--- src/rtl/ldmx_axil_pkg.sv ---
// Shared definitions for the AXI-Lite address merger and its downstream clients:
// merger window map, default error read data and the Wishbone client FSM encoding.
package ldmx_axil_pkg;

  localparam int AXIL_WAW = 18;

  // Word-address windows decoded by the merger: (addr & MASK) == ADDR selects a client
  localparam logic [AXIL_WAW-1:0] ADDR_FASTCONTROL = 18'h10000;
  localparam logic [AXIL_WAW-1:0] MASK_FASTCONTROL = 18'h3F000;
  localparam logic [AXIL_WAW-1:0] ADDR_WISHBONE0   = 18'h11000;
  localparam logic [AXIL_WAW-1:0] MASK_WISHBONE0   = 18'h3F000;
  localparam logic [AXIL_WAW-1:0] ADDR_WISHBONE1   = 18'h12000;
  localparam logic [AXIL_WAW-1:0] MASK_WISHBONE1   = 18'h3F000;
  localparam logic [AXIL_WAW-1:0] ADDR_OLINK0      = 18'h20000;
  localparam logic [AXIL_WAW-1:0] MASK_OLINK0      = 18'h30000;
  localparam logic [AXIL_WAW-1:0] ADDR_OLINK1      = 18'h30000;
  localparam logic [AXIL_WAW-1:0] MASK_OLINK1      = 18'h30000;

  localparam logic [31:0] ERR_DATA_DEFAULT = 32'hDEADBEEF;

  typedef enum logic [1:0] {
    ST_IDLE = 2'd0,
    ST_BUS  = 2'd1,
    ST_RESP = 2'd2
  } wb_state_t;

  function automatic logic in_window(input logic [AXIL_WAW-1:0] addr,
                                     input logic [AXIL_WAW-1:0] base,
                                     input logic [AXIL_WAW-1:0] mask);
    return (addr & mask) == base;
  endfunction

endpackage

--- src/rtl/ldmx_wb_timeout.sv ---
// Bus-cycle watchdog: counts enabled cycles from zero and flags expiry once the
// count reaches TIMEOUT; holds there until cleared.
module ldmx_wb_timeout #(
  parameter int TIMEOUT = 255,
  localparam int TW = $clog2(TIMEOUT + 1)
) (
  input  logic clk,
  input  logic rst_n,
  input  logic clear,
  input  logic enable,
  output logic expire
);

  logic [TW-1:0] count;

  always_ff @(posedge clk) begin
    if (!rst_n) begin
      count <= '0;
    end else if (clear) begin
      count <= '0;
    end else if (enable && !expire) begin
      count <= count + TW'(1);
    end
  end

  assign expire = (count == TW'(TIMEOUT));

endmodule

--- src/rtl/ldmx_wb_client_bridge.sv ---
// Merger client for one Wishbone window: each held read/write strobe becomes exactly one
// classic Wishbone cycle, answered by a one-cycle ack with OR-safe read data.
module ldmx_wb_client_bridge
  import ldmx_axil_pkg::*;
#(
  parameter int          WB_AW    = 12,
  parameter int          TIMEOUT  = 255,
  parameter logic [31:0] ERR_DATA = ERR_DATA_DEFAULT
) (
  input  logic             axilClk,
  input  logic             axilRstN,
  input  logic [17:0]      raddr,
  input  logic [17:0]      waddr,
  input  logic [31:0]      wdata,
  input  logic             rstr,
  input  logic             wstr,
  output logic             rack,
  output logic             wack,
  output logic [31:0]      dout,
  output logic             wb_cyc,
  output logic             wb_stb,
  output logic             wb_we,
  output logic [WB_AW-1:0] wb_adr,
  output logic [31:0]      wb_dat_o,
  output logic [3:0]       wb_sel,
  input  logic [31:0]      wb_dat_i,
  input  logic             wb_ack,
  input  logic             wb_err,
  output logic [15:0]      errCount
);

  wb_state_t   state;
  logic        r_done;
  logic        w_done;
  logic        last_wr;
  logic        cur_we;
  logic        abort;
  logic [31:0] cap_data;

  logic r_pend;
  logic w_pend;
  logic take_wr;
  logic cur_strobe;
  logic tmo_expire;
  logic unused_addr_bits;

  assign r_pend     = rstr & ~r_done;
  assign w_pend     = wstr & ~w_done;
  assign take_wr    = w_pend & (~r_pend | ~last_wr);
  assign cur_strobe = cur_we ? wstr : rstr;

  assign unused_addr_bits = ^{raddr[17:WB_AW], waddr[17:WB_AW]};

  ldmx_wb_timeout #(.TIMEOUT(TIMEOUT)) u_timeout (
    .clk    (axilClk),
    .rst_n  (axilRstN),
    .clear  (state != ST_BUS),
    .enable (state == ST_BUS),
    .expire (tmo_expire)
  );

  always_ff @(posedge axilClk) begin
    if (!axilRstN) begin
      state    <= ST_IDLE;
      r_done   <= 1'b0;
      w_done   <= 1'b0;
      last_wr  <= 1'b0;
      cur_we   <= 1'b0;
      abort    <= 1'b0;
      cap_data <= '0;
      rack     <= 1'b0;
      wack     <= 1'b0;
      dout     <= '0;
      wb_cyc   <= 1'b0;
      wb_stb   <= 1'b0;
      wb_we    <= 1'b0;
      wb_adr   <= '0;
      wb_dat_o <= '0;
      wb_sel   <= 4'h0;
      errCount <= '0;
    end else begin
      rack <= 1'b0;
      wack <= 1'b0;
      dout <= '0;
      // Done flags re-arm only once the merger has released the strobe
      if (!rstr) r_done <= 1'b0;
      if (!wstr) w_done <= 1'b0;

      case (state)
        ST_IDLE: begin
          if (r_pend || w_pend) begin
            state    <= ST_BUS;
            cur_we   <= take_wr;
            abort    <= 1'b0;
            wb_cyc   <= 1'b1;
            wb_stb   <= 1'b1;
            wb_sel   <= 4'hF;
            wb_we    <= take_wr;
            wb_adr   <= take_wr ? waddr[WB_AW-1:0] : raddr[WB_AW-1:0];
            wb_dat_o <= take_wr ? wdata : 32'd0;
          end
        end

        ST_BUS: begin
          // A strobe withdrawn mid-cycle still lets the slave finish, but earns no ack
          if (!cur_strobe) abort <= 1'b1;
          if (wb_err || wb_ack || tmo_expire) begin
            state    <= ST_RESP;
            wb_cyc   <= 1'b0;
            wb_stb   <= 1'b0;
            wb_we    <= 1'b0;
            wb_sel   <= 4'h0;
            wb_adr   <= '0;
            wb_dat_o <= '0;
            if (wb_err || !wb_ack) begin
              cap_data <= ERR_DATA;
              if (errCount != 16'hFFFF) errCount <= errCount + 16'd1;
            end else begin
              cap_data <= wb_dat_i;
            end
          end
        end

        ST_RESP: begin
          state   <= ST_IDLE;
          last_wr <= cur_we;
          if (!abort && cur_strobe) begin
            if (cur_we) begin
              wack   <= 1'b1;
              w_done <= 1'b1;
            end else begin
              rack   <= 1'b1;
              dout   <= cap_data;
              r_done <= 1'b1;
            end
          end
        end

        default: state <= ST_IDLE;
      endcase
    end
  end

endmodule

--- config.mk ---
export PLATFORM = sky130hd
export DESIGN_NAME = ldmx_wb_client_bridge
export DESIGN_NICKNAME = d
export VERILOG_FILES = /design/src/rtl/ldmx_axil_pkg.sv /design/src/rtl/ldmx_wb_timeout.sv /design/src/rtl/ldmx_wb_client_bridge.sv
export SDC_FILE = /design/constraint.sdc
export NUM_CORES = 1
export LEC_CHECK = 0
export CORE_MARGIN = 4
export CORE_UTILIZATION = 44
export DETAILED_ROUTE_END_ITERATION = 10
export PLACE_DENSITY_LB_ADDON = 0.15
export SLEW_MARGIN = 15
export SYNTH_ARGS = -nofsm -noshare
export SYNTH_HDL_FRONTEND = slang
export SYNTH_HIERARCHICAL = 1
export SYNTH_SLANG_ARGS = --single-unit
--- constraint.sdc ---
create_clock -name axilClk -period 2.5 [get_ports axilClk]
set_clock_uncertainty 0.15 [all_clocks]
set_input_delay 0.375 -clock axilClk [delete_from_list [all_inputs] [get_ports axilClk]]
set_output_delay 0.375 -clock axilClk [all_outputs]
set_load 0.02 [all_outputs]
# ---- Yosys cells after proc, flatten, opt, wreduce, memory -nomap -nowiden
# Index checks and enable logic that the tools add are counted.
dict set report word_totals {
  ramBits 0
  n_memories 0
  output_inout_bits 101
  inputBits 106
  ff_bits 147
  wordCells 92
  rom_bits 0
  latch_bits 0
}
dict set report classes {
  add_sub_neg 2
  reduce_logical 20
  multipliers 0
  div 0
  bitwise_logic 11
  n_mux 34
  order_cmp 0
  shift 0
  n_eq_ne 8
}
# cell count
set ops {}
lappend ops {{32-bit 2-to-1 mux} 4}
lappend ops {{32-bit case mux with 2 select lines} 1}
lappend ops {{12-bit 2-to-1 mux} 3}
lappend ops {{12-bit case mux with 2 select lines} 1}
lappend ops {{16-bit by 1-bit adder with 16-bit output (second input constant)} 1}
lappend ops {{1-bit 2-to-1 mux} 16}
lappend ops {{16-bit != test (second input constant)} 1}
lappend ops {{3-bit AND reduction} 3}
lappend ops {{8-bit by 1-bit adder with 8-bit output (second input constant)} 1}
lappend ops {{8-bit equality test (second input constant)} 1}
lappend ops {{4-bit 2-to-1 mux} 2}
lappend ops {{4-bit case mux with 2 select lines} 1}
lappend ops {{1-bit NOT} 7}
lappend ops {{2-bit != test (second input constant)} 3}
lappend ops {{1-bit case mux with 2 select lines} 3}
lappend ops {{2-bit AND reduction} 3}
lappend ops {{1-bit logical OR} 4}
lappend ops {{2-bit 2-to-1 mux} 2}
lappend ops {{2-bit case mux with 2 select lines} 1}
lappend ops {{4-bit AND reduction} 1}
lappend ops {{4-bit OR reduction} 1}
lappend ops {{1-bit AND} 3}
lappend ops {{1-bit zero test} 3}
lappend ops {{2-bit by 1-bit equality test with 1-bit output (second input constant)} 1}
lappend ops {{other kinds (7)} 8}

# ---- Logic depth before layout (Yosys ltp)
dict set report logic_depth {
  depth_word 8
  depth_mapped 9
  ltp_nobuf 7
}

# ---- Cells and area by module
# The synthesis kept the hierarchy.
# module area_each_um2 n_inst cells_each seq_area_each_um2
set by_module_without_submodules {}
lappend by_module_without_submodules {ldmx_wb_client_bridge 5009.8 1 553 2702.6}
lappend by_module_without_submodules {ldmx_wb_timeout 422.9 1 50 160.2}

# ---- Worst setup path after synthesis
# OpenSTA, ideal clock, no wires.
dict set report synth_timing {
  kind {flip-flop to flip-flop}
  start {reg u_timeout.count[0]}
  end {reg errCount[13]}
  stages_incl_launch_ff 9
  slack_ns 0.222
  setup_time_ns 0.071
  arrival_time_ns 2.058
  path_cell_list {dfxtp_1 > ha_1 > and3_1 > and2_1 > nor2b_1 > o2111ai_2 > buf_2 > or4_1 > a21oi_1}
}
dict set report synth_via {
  elab_chain_len 3
}
# element line_no
set synth_rtl {}
lappend synth_rtl {{start, declared} ldmx_wb_timeout.sv:14} ;# logic [TW-1:0] count;
lappend synth_rtl {{start signal, assigned} ldmx_wb_timeout.sv:22} ;# count <= count + TW'(1);
lappend synth_rtl {{8-bit equality test} ldmx_wb_timeout.sv:26} ;# assign expire = (count == TW'(TIMEOUT));
lappend synth_rtl {{via tmo_expire} ldmx_wb_client_bridge.sv:44} ;# logic tmo_expire;
lappend synth_rtl {{1-bit logical OR} ldmx_wb_client_bridge.sv:107} ;# if (wb_err || wb_ack || tmo_expire) begin
lappend synth_rtl {{4-bit AND reduction (no line)} --}
lappend synth_rtl {{end signal, assigned} ldmx_wb_client_bridge.sv:117} ;# if (errCount != 16'hFFFF) errCount <= errCount + 16'd1;
lappend synth_rtl {{end, declared} ldmx_wb_client_bridge.sv:29} ;# output logic [15:0] errCount
# The timed path passes the listed nets, and every way through them passes these cells.
# A chain may end at the register's enable or synchronous reset.

# ---- Worst setup path after layout
dict set report layout_timing {
  start {reg u_timeout.count[0]}
  end {reg wb_dat_o[22]}
}
dict set report layout_via {
  elab_chain_len 4
}
# element line_no
set layout_rtl {}
lappend layout_rtl {{8-bit equality test} ldmx_wb_timeout.sv:26}
lappend layout_rtl {{via tmo_expire} ldmx_wb_client_bridge.sv:44}
lappend layout_rtl {{1-bit logical OR} ldmx_wb_client_bridge.sv:107}
lappend layout_rtl {{2-bit != test (no line)} --}
lappend layout_rtl {{3-bit AND reduction (no line)} --}
lappend layout_rtl {{end signal, assigned} ldmx_wb_client_bridge.sv:100} ;# wb_dat_o <= take_wr ? wdata : 32'd0;
lappend layout_rtl {{end, declared} ldmx_wb_client_bridge.sv:24} ;# output logic [31:0] wb_dat_o,
# The timed path passes the listed nets, and every way through them passes these cells.

==> impl_metrics.csv <==
group,metric,value,unit
status,status,"finished clean",
drt,final_antenna_net_count,0,
setup_path,crit_path_end_kind,"register",
timing,fin_crit_sh,92.9,%
global_route,grt_max_degree,65,
timing,finalSetupViolations,0,
timing,fmax,0.431,GHz
timing,maxSlewViolCount,0,
logic_synthesis,synth-seq-area-share,52.7,%
drt,vias_per_cell,5.33,
logic_synthesis,avgSynthCellArea,9.01,um^2
logic_synthesis,yosysWarnings,6,
logic_synthesis,async_flop_share,0,%
finish,final_nets,898,
pwr,p_leak,2.97,nW
timing,worst_pin_slew,0.705,ns
flow_run,maxCapViolCount,0,
timing,grt_setup_unrepaired,"no",
cts,clockBufferDepth,2,
pwr,p_comb_share,12.6,%
global_route,grt_usage,20.9,%
hold_path,hold_start,"wb_adr[10]$_SDFFE_PN0P_",
setup_path,worstSetupPathType,"reg -> reg",
cts,cts-buffers-inserted,17,
logic_synthesis,ys_ff_latch,143,
pwr,power.density,701,mW/mm^2
floorplan,die_area,0.0142,mm^2
placement,portBuffers,194,
finish,final_util,68.3,%
cts,ctsHoldBuffers,0,
cts,insertion_delay,0.42,ns
logic_synthesis,ys_dominant_reg_cell,"dfxtp_1",
floorplan,start_util,45.0,%
logic_synthesis,synth-compound-area-share,16.0,%
cts,cts_root_buf,"clkbuf_16",
cts,clock-sinks,143,
finish,syn_to_final_growth,51.7,%
finish,layout_common_cells,"194 x clkdlybuf4s50_1, 142 x dfxtp_1, 65 x nor2_1, 53 x nor3_1, 39 x a21oi_1",
finish,drive_gt1_share,8.59,%
drt,via_count,5178,
pwr,p_sw_share,23.6,%
setup_path,r2r_end,"wb_dat_o[22]$_SDFFE_PN0P_",
cts,cts_tree,"done",
placement,place.gp.congestion,0.787,
drt,drc,0,
pwr,p_switching,0.00136,W
finish,final_common_cell,"clkdlybuf4s50_1",
setup_path,crit_path_start_kind,"register",
timing,slew_headroom,53.0,%
pwr,vdd_ir_drop_max,0.000478,V
setup_path,crit_path_max_fanout,20,
logic_synthesis,synth_top_family_by_area,"simple AND/OR/NAND/NOR gates",
logic_synthesis,netlist-cell-type-count,53,
finish,diodes,0,
cts,path_clk_slew,0.06,ns
timing,setup-tns-final,0,ns
logic_synthesis,syn_area,0.00543,mm^2
setup_path,worstPathArrival,2.52,ns
drt,first_iter_violations,434,
timing,setup_slack,0.178,ns
finish,fin_area,0.00824,mm^2
cts,htree_levels,4,
logic_synthesis,syn_inst,603,
placement,dpl.hpwl,10200,um
cts,postCtsSetupRepairBufs,0,
timing,min_period,2.32,ns
logic_synthesis,synth_fp_nets,711,
global_route,grt.overflow.total,0,
setup_path,reg2reg_depth,8,
logic_synthesis,muxShareOfSynthArea,0.921,%
global_route,grt_first_pass_wirelength,24200,um
floorplan,placementRows,40,
setup_path,reg2reg_from,"u_timeout/count[0]$_SDFFE_PP0P_",
placement,dpl-instance-area,0.00759,mm^2
logic_synthesis,synthAdderAreaFrac,0.461,%
drt,wire_per_inst,15.3,um
global_route,antenna_found_initial,0,
logic_synthesis,synth_edf_count,0,
hold_path,hold_depth,2,
pwr,p_clk_share,45.3,%
drt,wl,14800,um
floorplan,core_area,0.0121,mm^2
drt,dr.pass1.iters,4,
placement,pre_cts_ws,0.0246,ns
floorplan,die_w,119,um
timing,hold_violations,0,
logic_synthesis,synthSimpleGateAreaFrac,24.9,%
hold_path,min_to,"wb_adr[10]$_SDFFE_PN0P_",
global_route,grt_pass1_vias,5127,
floorplan,ios,207,
hold_path,hp-class,"reg -> reg",
pwr,seqPwrFrac,42.1,%
logic_synthesis,synthXorXnorAreaFrac,0,%
setup_path,ff2ff_setup_slack,0.18,ns
setup_path,cp.required,2.70,ns
floorplan,die_y,119,um
pwr,internal_power,0.00442,W
-- per-layer routing --
layer | vias to the layer above | track usage, % | wire length, um
li1 | 2508 | - | -
met1 | 2440 | 24.9 | 6370
met5 | - | 0 | 0
met4 | 0 | 7.97 | 322
met3 | 28 | 8.83 | 1260
met2 | 202 | 33.4 | 6880
-- area by class of cell --
| cell class | count | area (um^2) |
|---|---|---|
| clock buffers | 18 | 429 |
| clock inverters | 14 | 190 |
| multi-input cells | 403 | 2340 |
| inverters | 8 | 31.3 |
| well taps | 168 | 210 |
| flip-flops and latches | 143 | 2860 |
| repair buffers | 217 | 2180 |
| fillers | 959 | 3820 |
-- cells by family (layout without fill, tap and decap cells) --
| kind of cell | Yosys count | count (layout) |
|---|---|---|
| AOI/OAI and AO/OA | 131 | 131 |
| adders and majority gates | 2 | 2 |
| buffers and inverters | 57 | 257 |
| DFF | 143 | 143 |
| muxes | 5 | 5 |
| and+or+nand+nor | 265 | 265 |
-- worst max-delay path, cell delays in order (launching register included) --
cell and delay (ns):
dfxtp_2 0.34, ha_1 0.20, and3_1 0.19, and2_1 0.19, or4b_1 0.55, o311ai_4 0.20, buf_12 0.23, a22oi_1 0.08
nor2_1 0.11
-- worst max-delay path by stage --
stage | slack, ns | cells after the start | endpoint | startpoint
final | 0.18 | 8 | wb_dat_o[22]$_SDFFE_PN0P_ | u_timeout/count[0]$_SDFFE_PP0P_
after global routing | 0.005 | 8 | wb_dat_o[22]$_SDFFE_PN0P_ | u_timeout/count[0]$_SDFFE_PP0P_
after CTS | 0.006 | 8 | errCount[10]$_SDFFE_PN0P_ | u_timeout/count[0]$_SDFFE_PP0P_
after detailed placement | 0.02 | 7 | errCount[3]$_SDFFE_PN0P_ | u_timeout/count[0]$_SDFFE_PP0P_
after global placement | 0.04 | 5 | wb_adr[5]$_SDFFE_PN0P_ | wstr
after floorplan | 0.22 | 8 | errCount[13]$_SDFFE_PN0P_ | u_timeout/count[0]$_SDFFE_PP0P_
-- registers in the layout, summed over array words and instances, names as in the netlist, 2 cells and up --
register / cells
errCount: 16
state: 2
dout: 32
u_timeout/count: 8
wb_adr: 12
cap_data: 32
wb_dat_o: 32
-- synthesized netlist by cell type, drive strengths merged (10+ instances only) --
| cell | instances | area (um^2) |
|---|---|---|
| nand2b | 10 | 70.1 |
| a21o | 12 | 90.1 |
| nand2 | 35 | 131 |
| o21ai | 21 | 105 |
| clkbuf | 31 | 116 |
| a21oi | 39 | 195 |
| dfxtp | 143 | 2860 |
| nor2 | 67 | 251 |
| a22oi | 32 | 240 |
| buf | 18 | 126 |
| and2 | 33 | 206 |
| nand3 | 26 | 135 |
| nor3 | 53 | 265 |
-- stage by stage --
| stage | cells | power, W | hold WS (ns) |
|---|---|---|---|
| finish | 971 | 0.00578 | 0.299 |
| global route | 971 | 0.00602 | 0.319 |
| CTS | 971 | 0.00584 | 0.300 |
| detailed placement | 939 | 0.00321 | 0.289 |
| global placement | 939 | 0.00319 | 0.284 |
| floorplan | 603 | 0.00285 | 0.277 |
-- repair_timing --
item / in CTS / in global routing
pin swaps: 0 / 2
setup endpoints to repair: 1 / 16
gates resized for setup: 1 / 5
gates cloned: 0 / 0
-- power groups by stage --
stage	sequential (W)	clock [W]	combinational, W
2_1_floorplan	0.00253	0	0.000315
3_5_place_dp	0.00248	0	0.000725
4_1_cts	0.00243	0.00267	0.000733
6_report	0.00243	0.00262	0.000728
5_1_grt	0.00245	0.00278	0.000792
3_3_place_gp	0.00248	0	0.000717
No activity file was read; power rests on OpenSTA's default activity.
